File: src/rtl/smg_scan_arbiter.sv
// Digit-scan sequencer and two-requester data arbiter for a 4-digit seven-segment decoder.
// Words from A (normal) and B (overlay) are buffered and committed only at frame boundaries.
module smg_scan_arbiter #(
  parameter int unsigned PRESCALE    = 50000,
  parameter int unsigned HOLD_FRAMES = 8
) (
  input  logic        clk,
  input  logic        rst_n,
  input  logic        a_valid,
  input  logic [15:0] a_data,
  output logic        a_ready,
  input  logic        b_valid,
  input  logic [15:0] b_data,
  output logic        b_ready,
  output logic [1:0]  bitsel,
  output logic [15:0] data,
  output logic        frame_tick,
  output logic        overlay_active
);

  typedef enum logic [0:0] {
    SHOW_A = 1'b0,
    SHOW_B = 1'b1
  } state_t;

  localparam logic [20:0] PRESC_MAX = 21'(PRESCALE - 1);
  localparam logic [7:0]  HOLD_INIT = 8'(HOLD_FRAMES - 1);

  state_t      state_r;
  logic [20:0] presc_r;
  logic [7:0]  hold_r;
  logic [15:0] a_cur_r;
  logic [15:0] a_pend_r;
  logic [15:0] b_pend_r;
  logic        a_pend_v_r;
  logic        b_pend_v_r;

  logic        tick_s;
  logic        frame_end_s;
  logic        a_acc_s;
  logic        b_acc_s;

  assign tick_s      = (presc_r == PRESC_MAX);
  assign frame_end_s = tick_s && (bitsel == 2'd3);
  assign a_ready     = !a_pend_v_r;
  assign b_ready     = !b_pend_v_r;
  assign a_acc_s     = a_valid && !a_pend_v_r;
  assign b_acc_s     = b_valid && !b_pend_v_r;

  // Slot prescaler: counts 0..PRESCALE-1 and wraps.
  always_ff @(posedge clk or negedge rst_n) begin
    if (!rst_n) begin
      presc_r <= 21'd0;
    end else if (tick_s) begin
      presc_r <= 21'd0;
    end else begin
      presc_r <= presc_r + 21'd1;
    end
  end

  // Digit scan and frame-end pulse, which lines up with bitsel returning to 0.
  always_ff @(posedge clk or negedge rst_n) begin
    if (!rst_n) begin
      bitsel     <= 2'd0;
      frame_tick <= 1'b0;
    end else begin
      frame_tick <= frame_end_s;
      if (tick_s) begin
        bitsel <= bitsel + 2'd1;
      end
    end
  end

  // Input buffering plus the frame-boundary commit FSM.
  always_ff @(posedge clk or negedge rst_n) begin
    if (!rst_n) begin
      state_r        <= SHOW_A;
      data           <= 16'h0000;
      a_cur_r        <= 16'h0000;
      a_pend_r       <= 16'h0000;
      b_pend_r       <= 16'h0000;
      a_pend_v_r     <= 1'b0;
      b_pend_v_r     <= 1'b0;
      hold_r         <= 8'd0;
      overlay_active <= 1'b0;
    end else begin
      // A slot can only accept while empty, so a commit never collides with a fresh accept.
      if (a_acc_s) begin
        a_pend_r   <= a_data;
        a_pend_v_r <= 1'b1;
      end
      if (b_acc_s) begin
        b_pend_r   <= b_data;
        b_pend_v_r <= 1'b1;
      end
      if (frame_end_s) begin
        case (state_r)
          SHOW_A: begin
            if (b_pend_v_r) begin
              data           <= b_pend_r;
              b_pend_v_r     <= 1'b0;
              hold_r         <= HOLD_INIT;
              state_r        <= SHOW_B;
              overlay_active <= 1'b1;
            end else if (a_pend_v_r) begin
              data       <= a_pend_r;
              a_cur_r    <= a_pend_r;
              a_pend_v_r <= 1'b0;
            end
          end
          SHOW_B: begin
            if (b_pend_v_r) begin
              data       <= b_pend_r;
              b_pend_v_r <= 1'b0;
              hold_r     <= HOLD_INIT;
            end else if (hold_r == 8'd0) begin
              if (a_pend_v_r) begin
                data       <= a_pend_r;
                a_cur_r    <= a_pend_r;
                a_pend_v_r <= 1'b0;
              end else begin
                data <= a_cur_r;
              end
              state_r        <= SHOW_A;
              overlay_active <= 1'b0;
            end else begin
              hold_r <= hold_r - 8'd1;
            end
          end
          default: begin
            state_r        <= SHOW_A;
            overlay_active <= 1'b0;
          end
        endcase
      end
    end
  end

endmodule

File: config.mk
export PLATFORM = sky130hd
export DESIGN_NAME = smg_scan_arbiter
export DESIGN_NICKNAME = d
export VERILOG_FILES = /design/src/rtl/smg_scan_arbiter.sv
export SDC_FILE = /design/constraint.sdc
export NUM_CORES = 1
export LEC_CHECK = 0
export BUFFER_PORTS_ARGS = -buffer_cell sky130_fd_sc_hd__buf_4
export CORE_UTILIZATION = 58
export CTS_CLUSTER_SIZE = 8
export DETAILED_ROUTE_END_ITERATION = 8
export HOLD_SLACK_MARGIN = 0.12
export MAX_ROUTING_LAYER = met4
export PLACE_DENSITY = 0.8
export SETUP_SLACK_MARGIN = 0.02
export SLEW_MARGIN = 40
export SYNTH_ARGS = -nofsm -noshare
export SYNTH_HDL_FRONTEND = slang
export SYNTH_SLANG_ARGS = --single-unit
File: constraint.sdc
create_clock -name clk -period 3.7 [get_ports clk]
set_input_delay 0.185 -clock clk [delete_from_list [all_inputs] [get_ports clk]]
set_output_delay 0.185 -clock clk [all_outputs]
set_load 0.03 [all_outputs]
Yosys cells after proc, flatten, opt, wreduce, memory -nomap -nowiden
Index checks and enable logic that the tools add are counted.
{"block": "op_classes", "eq_ne": 9, "n_bitwise": 1, "n_mux": 32, "add_sub_neg": 3, "reduce_logical": 10}
{"op": "$mux 16", "count": 7}
{"op": "$pmux 16 s2", "count": 2}
{"op": "$mux 8", "count": 3}
{"op": "$add 21x1->21 const B", "count": 1}
{"op": "$eq 21x16->1 const B", "count": 1}
{"op": "$mux 21", "count": 1}
{"op": "$pmux 8 s2", "count": 1}
{"op": "$mux 1", "count": 15}
{"op": "$logic_not 8->1", "count": 1}
{"op": "$reduce_and 4->1", "count": 2}
{"op": "$sub 8x1->8 const B", "count": 1}
{"op": "$ne 2x2->1 const B", "count": 3}
{"op": "$ne 3x3->1 const B", "count": 2}
{"op": "$pmux 1 s2", "count": 3}
{"op": "$reduce_and 3->1", "count": 2}
{"op": "$logic_and 1x1->1", "count": 3}
{"op": "$ne 3x1->1 const B", "count": 1}
{"op": "$add 2x1->2 const B", "count": 1}
{"op": "$eq 2x2->1 const B", "count": 1}
{"op": "$logic_not 1->1", "count": 2}
{"op": "$ne 2x1->1 const B", "count": 1}
{"op": "$not 1->1", "count": 1}
{"block": "totals", "register_bits": 100, "wordCells": 67, "inputBits": 36}

Longest topological paths before layout
{"block": "logic_depth", "depth_word": 8, "depth_mapped": 8, "mapped_depth_nobuf": 6}

Least setup slack after synthesis
OpenSTA, ideal clock, no wires.
{"block": "synth_timing", "path_type": "reg2reg", "from": "register presc_r[5]", "to": "register a_cur_r[10]", "t_required_ns": 3.575, "setup_ns": 0.125, "stages_incl_launch_ff": 7, "synth_period_minus_slack_ns": 2.666, "path_slack_ns": 1.034, "arrival_ns": 2.541, "cell_sequence": "dfrtp_1 -> or4_1 -> or4_1 -> buf_6 -> nor4_4 -> buf_8 -> mux2_4"}
{"block": "synth_via", "elab_chain_len": 3}
{"element": "from (decl)", "line": "30", "rtl": "logic [20:0] presc_r;"}
{"element": "from (signal assigned)", "line": "57", "rtl": "presc_r <= presc_r + 21'd1;"}
{"element": "$eq 21x16->1", "line": "43", "rtl": "assign tick_s = (presc_r == PRESC_MAX);"}
{"element": "$logic_and 1x1->1", "line": "44", "rtl": "assign frame_end_s = tick_s && (bitsel == 2'd3);"}
{"element": "$reduce_and 4->1 (no source line)"}
{"element": "to (signal assigned)", "line": "107", "rtl": "a_cur_r <= a_pend_r;"}
{"element": "to (signal assigned)", "line": "119", "rtl": "a_cur_r <= a_pend_r;"}
{"element": "to (decl)", "line": "32", "rtl": "logic [15:0] a_cur_r;"}
Every way passes these cells.
A chain may end at the register's enable or synchronous reset.

Worst setup path in the final report
{"block": "layout_timing", "from": "register presc_r[5]", "to": "register a_cur_r[1]"}
Same word-level chain as after synthesis.

==> flow_metrics.tcl <==
set metrics [dict create \
    cp_data_required_time_ns 3.95 \
    final_max_slew_viol_count 0 \
    skew_ns 0.0160 \
    synth_async_sr_flop_share_pct 100 \
    power_density_mw_per_mm2 345 \
    ys_ff_latch 100 \
    wire_per_inst_microns 16.2 \
    rsz0062_at_grt "false" \
    dp_cells 527 \
    htree_levels 3 \
    drive_above_1_share_pct 31.9 \
    peakVddDrop_uv 187 \
    rows 32 \
    setup_viol 0 \
    synth.avg_cell_area_sq_um 12.2 \
    drc 0 \
    grtUsageTotal_pct 25.2 \
    cts-root-buf "clkbuf_8" \
    reg2reg_from "presc_r[5]$_DFF_PN0_" \
    hold_slack_ns 0.406 \
    path_max_fanout 17 \
    die_area_sq_mm 0.00834 \
    overflow 0 \
    antenna_cells 0 \
    drt_iter0_markers 159 \
    die_y_microns 91.4 \
    clk_pin_slew_ns 0.10 \
    antenna_found_initial 0 \
    vias_per_cell 5.59 \
    fin_tns_setup_ns 0 \
    core_area_sq_mm 0.00773 \
    drt-pass1-iter-count 5 \
    dp_hpwl_microns 6120 \
    fmax_ghz 0.340 \
    clockBufferDepth 2 \
    routed_wl_microns 9340 \
    grt_max_degree 78 \
    postCtsResizedCells 0 \
    relSlewSlack_pct 51.4 \
    nets 511 \
    cts_buffers 9 \
    syn_inst 380 \
    drv_cap 0 \
    synth_warnings 0 \
    reg2reg_slack_ns 0.76 \
    seq_area_frac_synth_pct 54.0 \
    clk_latency_ns 0.37 \
    clock_sinks 100 \
    crit_type "reg -> reg" \
    postSynth.topFlopCell "dfrtp_1" \
    leakagePower_nw 2.80 \
    hold_class "in -> async" \
    synth_nets 420 \
    min_period_over_period_pct 79.6 \
    finalPower_w 0.00196 \
    initial_core_util_pct 59.9 \
    critPathLaunchType "register" \
    ant_nets 0 \
    layout_min_cycle_time_ns 2.94 \
    io_pins 58 \
    grt_pass1_vias 3130 \
    layout.cells.non_filler 578 \
    crit_arrival_ns 3.19 \
    port_buffers 57 \
    gp_congestion 0.883 \
    finalHoldViolCount 0 \
    die_x_microns 91.4 \
    cts_tree "done" \
    reg2reg_depth 5 \
    grt_first_pass_wirelength_microns 15600 \
    vias 3233 \
    outcome "finished clean" \
    synth-edff-count 0 \
    r2r-end "a_cur_r[1]$_DFFE_PN0P_" \
    cp-end-kind "register" \
    area_growth_pct 22.8 \
    syn-cell-area_sq_mm 0.00463 \
    tightest_slew_ns 0.720 \
    synth_cell_types 48 \
]
==> worst max-delay path by stage <==
stage                              start                 endpoint  slack [ns]
finish              presc_r[5]$_DFF_PN0_   a_cur_r[1]$_DFFE_PN0P_        0.76
global placement    presc_r[5]$_DFF_PN0_   a_cur_r[4]$_DFFE_PN0P_        0.88
detailed placement  presc_r[5]$_DFF_PN0_   a_cur_r[1]$_DFFE_PN0P_        0.81
global route        presc_r[5]$_DFF_PN0_   a_cur_r[2]$_DFFE_PN0P_        0.67
floorplan           presc_r[5]$_DFF_PN0_  a_cur_r[10]$_DFFE_PN0P_        1.03
CTS                 presc_r[5]$_DFF_PN0_   a_cur_r[1]$_DFFE_PN0P_        0.78
==> sequential cells by signal (all words and copies together) (netlist names), 2 cells and up <==
| name | flops |
|---|---|
| data | 16 |
| a_cur_r | 16 |
| bitsel | 2 |
| a_pend_r | 16 |
| hold_r | 8 |
| presc_r | 21 |
| b_pend_r | 16 |
==> report_power, final <==
group | internal [W] | switching, W
Sequential | 0.00113 | 0.0000290
Clock | 0.000268 | 0.000378
Combinational | 0.0000927 | 0.0000645
==> worst max-delay path: stages (launching register included) <==
cell	delay, ns
dfrtp_1	0.45
or4_1	0.53
or4_1	0.79
nor4_4	0.36
buf_4	0.31
mux2_2	0.37
==> synth_stat cells (3+ instances only) <==
library cell	n	area, sq um
dfrtp_1	100	2500
nand3_1	9	45.0
xor2_1	14	123
mux2_4	9	135
o211ai_1	3	22.5
mux2_2	56	631
o21ai_0	19	95.1
nor2b_1	6	37.5
xnor2_1	5	43.8
ha_1	4	50.1
inv_1	10	37.5
clkbuf_1	15	56.3
nand4_1	7	43.8
a21oi_1	5	25.0
nand2_1	29	109
mux2i_1	16	160
and3_1	4	25.0
o31ai_1	3	22.5
and4_1	3	26.3
a211oi_1	3	22.5
or4_1	4	30.0
nor2_1	18	67.6
nor3_1	7	35.0
==> through the flow <==
| step | util, % | instance area [sq um] | setup WS (ns) |
|---|---|---|---|
| CTS | 73.6 | 5690 | 0.784 |
| floorplan | - | 4630 | 1.03 |
| finish | 73.6 | 5690 | 0.756 |
| detailed placement | 66.7 | 5150 | 0.812 |
| global route | 73.6 | 5690 | 0.672 |
| global placement | 66.6 | 5140 | 0.877 |
==> kinds of logic after synthesis <==
family,count (synthesis),share of synthesized area (%)
xor gates and xnor gates,19,3.59
AOI/OAI and AO/OA,43,6.30
buffers and inverters,29,2.84
DFF,100,54.0
adders and majority gates,4,1.08
muxes,81,20.0
and+or+nand+nor,104,12.2
==> what timing repair did <==
item,in CTS,in global routing
hold endpoints to repair,110,0
buffers inserted,0,0
hold buffers,35,0
==> final cells by class <==
cell class / count / area [sq um]
Clock buffer: 10 / 138
Inverter: 10 / 37.5
Multi-Input combinational cell: 251 / 2000
Timing Repair Buffer: 99 / 835
Fill cell: 512 / 2040
Sequential cell: 100 / 2500
Tap cell: 102 / 128
Clock inverter: 6 / 47.5
==> cell usage in the layout, fill, tap and decap left out, types with 9 or more instances in the layout <==
| master | n |
|---|---|
| dlygate4sd3_1 | 35 |
| mux2i_1 | 16 |
| mux2_2 | 56 |
| nand3_1 | 9 |
| mux2_4 | 9 |
| buf_4 | 63 |
| clkbuf_8 | 10 |
| dfrtp_1 | 100 |
| o21ai_0 | 19 |
| nor2_1 | 18 |
| xor2_1 | 14 |
| nand2_1 | 29 |
| inv_1 | 10 |
==> routing by layer <==
layer / global-route usage [%] / vias up / share of wire (%)
li1: - / 1531 / -
met1: 35.9 / 1611 / 47
met2: 37.0 / 78 / 48
met3: 3.94 / 13 / 3.2
met4: 9.13 / 0 / 1.4
met5: - / - / 0
(Power assumes the default switching activity.)
